<file path="config.mk">
export PLATFORM = sky130hd
export DESIGN_NAME = uart_tx_fifo
export DESIGN_NICKNAME = d
export VERILOG_FILES = /design/src/rtl/uart_pkg.sv /design/src/rtl/uart_sync_fifo.sv /design/src/rtl/uart_tx_fifo.sv
export SDC_FILE = /design/constraint.sdc
export NUM_CORES = 1
export LEC_CHECK = 0
export CORE_UTILIZATION = 45
export CTS_BUF_LIST = sky130_fd_sc_hd__clkbuf_16
export DETAILED_ROUTE_END_ITERATION = 16
export GPL_ROUTABILITY_DRIVEN = 0
export GPL_TIMING_DRIVEN = 0
export SLEW_MARGIN = 30
export SYNTH_ARGS = -nofsm -noshare
export SYNTH_HDL_FRONTEND = slang
export SYNTH_SLANG_ARGS = --single-unit
</file>
<file path="constraint.sdc">
create_clock -name clk -period 4.7 [get_ports clk]
set_input_delay 0.94 -clock clk [delete_from_list [all_inputs] [get_ports clk]]
set_output_delay 0.94 -clock clk [all_outputs]
set_load 0.01 [all_outputs]
</file>
<file path="src/rtl/uart_pkg.sv">
// Shared types and constants for the UART transmit path.
package uart_pkg;

    typedef enum logic [2:0] {
        IDLE,
        START,
        DATA,
        PARITY,
        STOP
    } uart_tx_state_t;

    localparam int unsigned UART_MIN_DIV = 2;

endpackage

</file>
<file path="src/rtl/uart_sync_fifo.sv">
// Single-clock FIFO with registered full/empty/level and a show-ahead read port.
module uart_sync_fifo #(
    parameter int unsigned WIDTH = 8,
    parameter int unsigned DEPTH = 8
) (
    input  logic                   clk,
    input  logic                   rst_n,
    input  logic                   wr_en,
    input  logic [WIDTH-1:0]       wr_data,
    input  logic                   rd_en,
    output logic [WIDTH-1:0]       rd_data,
    output logic                   full,
    output logic                   empty,
    output logic [$clog2(DEPTH):0] level
);

    localparam int unsigned AW = $clog2(DEPTH);

    logic [WIDTH-1:0] mem [DEPTH];
    logic [AW:0]      wr_ptr, rd_ptr;
    logic [AW:0]      wr_ptr_nxt, rd_ptr_nxt;
    logic             do_wr, do_rd;

    always_comb begin
        do_wr      = wr_en && !full;
        do_rd      = rd_en && !empty;
        wr_ptr_nxt = wr_ptr + (AW+1)'(do_wr);
        rd_ptr_nxt = rd_ptr + (AW+1)'(do_rd);
    end

    assign rd_data = mem[rd_ptr[AW-1:0]];

    always_ff @(posedge clk) begin
        if (do_wr) begin
            mem[wr_ptr[AW-1:0]] <= wr_data;
        end
    end

    // Extra pointer MSB distinguishes full from empty when the indices match.
    always_ff @(posedge clk or negedge rst_n) begin
        if (!rst_n) begin
            wr_ptr <= '0;
            rd_ptr <= '0;
            full   <= 1'b0;
            empty  <= 1'b1;
            level  <= '0;
        end else begin
            wr_ptr <= wr_ptr_nxt;
            rd_ptr <= rd_ptr_nxt;
            full   <= (wr_ptr_nxt[AW] != rd_ptr_nxt[AW]) &&
                      (wr_ptr_nxt[AW-1:0] == rd_ptr_nxt[AW-1:0]);
            empty  <= (wr_ptr_nxt == rd_ptr_nxt);
            level  <= wr_ptr_nxt - rd_ptr_nxt;
        end
    end

endmodule

</file>
<file path="src/rtl/uart_tx_fifo.sv">
// Buffered UART transmitter: runtime divisor, optional parity, one or two stop bits.
module uart_tx_fifo
    import uart_pkg::*;
#(
    parameter int unsigned PAYLOAD_BITS = 8,
    parameter int unsigned FIFO_DEPTH   = 8,
    parameter int unsigned DIV_W        = 16
) (
    input  logic                          clk,
    input  logic                          rst_n,
    input  logic                          tx_valid,
    output logic                          tx_ready,
    input  logic [PAYLOAD_BITS-1:0]       tx_data,
    input  logic [DIV_W-1:0]              cfg_div,
    input  logic                          cfg_parity_en,
    input  logic                          cfg_parity_odd,
    input  logic                          cfg_two_stop,
    output logic                          uart_txd,
    output logic                          tx_busy,
    output logic                          tx_done,
    output logic [$clog2(FIFO_DEPTH):0]   fifo_level
);

    localparam int unsigned BCW = $clog2(PAYLOAD_BITS);

    uart_tx_state_t          state;
    logic [DIV_W-1:0]        div_cnt, div_lat, div_eff;
    logic [BCW-1:0]          bit_cnt;
    logic [PAYLOAD_BITS-1:0] shift, fifo_rdata;
    logic                    par_acc, par_en, two_stop;
    logic                    fifo_full, fifo_empty;
    logic                    bit_end, last_stop, frame_end, pop;

    uart_sync_fifo #(
        .WIDTH (PAYLOAD_BITS),
        .DEPTH (FIFO_DEPTH)
    ) u_fifo (
        .clk     (clk),
        .rst_n   (rst_n),
        .wr_en   (tx_valid),
        .wr_data (tx_data),
        .rd_en   (pop),
        .rd_data (fifo_rdata),
        .full    (fifo_full),
        .empty   (fifo_empty),
        .level   (fifo_level)
    );

    always_comb begin
        div_eff   = (cfg_div < DIV_W'(UART_MIN_DIV)) ? DIV_W'(UART_MIN_DIV) : cfg_div;
        bit_end   = (div_cnt == div_lat - DIV_W'(1));
        last_stop = !two_stop || (bit_cnt == BCW'(1));
        frame_end = (state == STOP) && bit_end && last_stop;
        pop       = !fifo_empty && ((state == IDLE) || frame_end);
    end

    assign tx_ready = !fifo_full;
    assign tx_busy  = (state != IDLE);

    always_ff @(posedge clk or negedge rst_n) begin
        if (!rst_n) begin
            state    <= IDLE;
            uart_txd <= 1'b1;
            tx_done  <= 1'b0;
            div_cnt  <= '0;
            div_lat  <= DIV_W'(UART_MIN_DIV);
            bit_cnt  <= '0;
            shift    <= '0;
            par_acc  <= 1'b0;
            par_en   <= 1'b0;
            two_stop <= 1'b0;
        end else begin
            div_cnt <= bit_end ? '0 : div_cnt + DIV_W'(1);
            // Registered pulse: set on the edge that enters the last stop cycle.
            tx_done <= (state == STOP) && last_stop && (div_cnt == div_lat - DIV_W'(2));
            if (pop) begin
                state    <= START;
                uart_txd <= 1'b0;
                div_cnt  <= '0;
                div_lat  <= div_eff;
                par_en   <= cfg_parity_en;
                two_stop <= cfg_two_stop;
                par_acc  <= cfg_parity_odd;
                shift    <= fifo_rdata;
                bit_cnt  <= '0;
            end else begin
                case (state)
                    IDLE: begin
                        div_cnt  <= '0;
                        uart_txd <= 1'b1;
                    end
                    START: if (bit_end) begin
                        state    <= DATA;
                        uart_txd <= shift[0];
                        par_acc  <= par_acc ^ shift[0];
                        shift    <= shift >> 1;
                        bit_cnt  <= '0;
                    end
                    DATA: if (bit_end) begin
                        if (bit_cnt == BCW'(PAYLOAD_BITS - 1)) begin
                            bit_cnt  <= '0;
                            state    <= par_en ? PARITY : STOP;
                            uart_txd <= par_en ? par_acc : 1'b1;
                        end else begin
                            uart_txd <= shift[0];
                            par_acc  <= par_acc ^ shift[0];
                            shift    <= shift >> 1;
                            bit_cnt  <= bit_cnt + BCW'(1);
                        end
                    end
                    PARITY: if (bit_end) begin
                        state    <= STOP;
                        uart_txd <= 1'b1;
                        bit_cnt  <= '0;
                    end
                    STOP: if (bit_end) begin
                        if (last_stop) begin
                            state <= IDLE;
                        end else begin
                            bit_cnt <= BCW'(1);
                        end
                    end
                    default: begin
                        state    <= IDLE;
                        uart_txd <= 1'b1;
                    end
                endcase
            end
        end
    end

endmodule

</file>
==> metrics.txt <==
first-iteration detailed-routing DRC count 220; Post-Syn Instances around 510; maxcap violations 0; worst hold path class in -> async; DP Area 6884 µm²; first-pass GRT wire length roughly 21 mm; DRT antenna net count 0; grt peak-use layer met2; Root Driver clkbuf_16; CTS clk-pin slew, worst paths 0.05 ns; largest net degree at the start of global routing 42; YS warnings 0; syn nets approximately 550; post-CTS resize count 0; Final Hold Viols 0; VDD IR-drop max 0.0003928 V; hold_buf cts 0; Worst Tran Pin Value 0.8870 ns; total congestion overflow 0; CTS tree done; M1 GR Usage 23.90%; Die Y-Extent 120 µm; FF+latch count, synth 129; Setup TNS Final 0 ns; worst hold slack 0.4299 ns; EDFF count, synth 64; initial antenna violation count 0; Row Count 42; share of cells above drive strength 1 14.24%; sequential share of the synthesized area 56.69%; Placeable Area ~13,000 µm²; final worst path period share 91.88%; layout overhead on the synthesized area 19.61%; Final min period 4.318 ns; critical path launch point type flop; Slew Limit Headroom 40.65%; P_int 2.518 mW; Yosys cell types just over 50; switching share of power around 27%; Worst Setup Path Type reg -> reg; # IOs 38; WP data required 4.99 ns; clock insertion delay at the later pin of the skew report around 0.41 ns; die area 14,400 µm²; met3 Resource Use GR 5.323%; starting density of the core 46.76%; drt pass-1 iters 5; setup violators final 0; routing usage on met2 33.41%; Critical Path End Type flop; Clock Skew 0.008867 ns; TritonCTS Sinks 129; ys flop type edfxtp_1; Flop pwr share a little over two fifths; P_leak 2.869 nW; Finished Layout Cells ~750; Die W ~120 µm; WL/cell about 17 µm; f_max 0.2316 GHz; TritonCTS Buffers 17; status completed; post-route cell area 7495 µm²; total setup buffers inserted after CTS 0; Psw 0.9233 mW; DRC 0; count of pins over their slew limit 0; Via Count 4,073; RSZ-0062 raised after global routing false; H-tree levels 4; fin util 55.93%; nets@finish 606; Avg Cell Area, Syn 12.38 µm²; gr usage total 19.58%; CP max FO 10; Combinational Power Share 18.5%; WL final 12.90 mm; Clk network pwr share 39.0%; CP arrival roughly 4.6 ns; Detailed Place HPWL ~9.2 mm; PwrDens 459.1 nW/µm²; synthesized cell area ~6300 µm²; Port Buffers 37; Placed Cells incl. Taps slightly above 700; number of global-route vias before repair 4,254; ys async rst share between 50 and 60%; vias per cell 5.416; Max Root-Sink Buffers 2; # diodes 0; fill count 1,120
[per-layer routing]
metal / part of all wire (%) / up-vias
met4: 1.7 / 0
met3: 4.2 / 18
met2: 51 / 92
met5: 0 / -
li1: - / 1955
met1: 44 / 2008
[stage by stage]
stage	total power [mW]	setup slack, ns
after floorplan	1.892	1.122
after global placement	2.087	0.4074
after detailed placement	2.120	0.3646
after CTS	3.474	0.3395
after global routing	3.610	0.01829
final	3.441	0.3818
[state kept, by name, indices dropped and copies added, names as in the netlist]
signal,count
u_fifo.mem,64
div_cnt,16
div_lat,16
shift,8
u_fifo.level,4
u_fifo.rd_ptr,4
u_fifo.wr_ptr,4
bit_cnt,3
state,3
par_acc,1
par_en,1
two_stop,1
tx_done,1
u_fifo.empty,1
u_fifo.full,1
uart_txd,1
[placed cells by master (no fill, tap or decap), types with 6 or more instances in the layout]
master,instances
a211oi_1,13
a21oi_1,18
and3_1,9
clkbuf_1,14
clkbuf_16,18
clkdlybuf4s50_1,36
dfrtp_1,62
edfxtp_1,64
ha_1,12
inv_1,25
mux2_2,15
mux2i_1,9
mux4_2,16
nand2_1,23
nand2b_1,6
nand3_1,25
nor2_1,43
nor2b_1,15
nor3_1,15
nor4_1,6
o21ai_0,12
xnor2_1,21
xor2_1,30
[Yosys cell counts (all sizes together), types with 3 or more instances]
cell | count | area (µm²)
mux2 | 16 | 180.2
o21ai | 12 | 60.06
nor2b | 15 | 93.84
ha | 12 | 150.1
xor2 | 30 | 262.8
inv | 25 | 93.84
nand2b | 6 | 37.54
mux2i | 9 | 90.09
a21oi | 19 | 98.85
nand4 | 3 | 18.77
dfrtp | 62 | 1551
a21o | 3 | 22.52
nor4 | 9 | 92.59
buf | 8 | 53.80
a211oi | 13 | 97.59
xnor2 | 21 | 183.9
and3 | 9 | 56.30
mux4 | 16 | 360.4
clkbuf | 14 | 52.55
dfstp | 3 | 78.83
a31oi | 5 | 31.28
nand3 | 25 | 125.1
or3 | 3 | 18.77
edfxtp | 64 | 1922
nor2 | 43 | 161.4
nand2 | 23 | 86.33
nor3b | 3 | 27.52
nor3 | 17 | 85.08
[worst paths after layout]
check                           depth (start not counted)         endpoint       start  slack (ns)
worst max-delay path                                   17  u_fifo.level[3]  div_lat[0]        0.38
worst min-delay path                                    1       bit_cnt[2]       rst_n        0.43
worst max register to register                         17  u_fifo.level[3]  div_lat[0]        0.38
worst min register to register                          1         two_stop    two_stop        0.50
max in group asynchronous                               2       div_lat[1]       rst_n        3.67
min in group clk                                        1         two_stop    two_stop        0.50
[final cells by class]
class,instances,area [µm²],share of cell area (%)
Timing Repair Buffer,38,387.9,5.175
Clock buffer,18,450.4,6.010
Clock inverter,14,160.2,2.137
Sequential cell,129,3552,47.40
Multi-Input combinational cell,330,2524,33.67
Tap cell,176,220.2,2.938
Buffer,22,106.4,1.419
Inverter,25,93.84,1.252
[worst max-delay path: stages (launching register included)]
cell	delay, ns
dfrtp_1	0.45
inv_1	0.16
ha_1	0.21
nor3b_2	0.40
nand3_1	0.14
a211oi_1	0.25
o22ai_1	0.15
nor4_4	0.48
a21oi_2	0.13
inv_2	0.23
buf_2	0.27
ha_1	0.21
ha_1	0.19
inv_1	0.06
ha_1	0.30
a21oi_1	0.07
maj3_1	0.37
xnor2_1	0.13
[logic make-up after synthesis]
group	synth area share (%)
multiplexers	10.06
XOR/XNOR	7.129
flip-flops	56.69
AND/OR/NAND/NOR	13.54
AO/OA/AOI/OAI	6.510
adder cells (fa/ha/maj)	2.875
buffers and inverters	3.195
[power groups by stage]
stage	sequential, mW	combinational [mW]	clock (mW)
finish	1.46	0.637	1.34
CTS	1.46	0.644	1.37
detailed placement	1.48	0.639	0
global placement	1.47	0.617	0
global route	1.48	0.714	1.42
floorplan	1.46	0.430	0
Note: power is estimated with default switching activity, not from simulation.
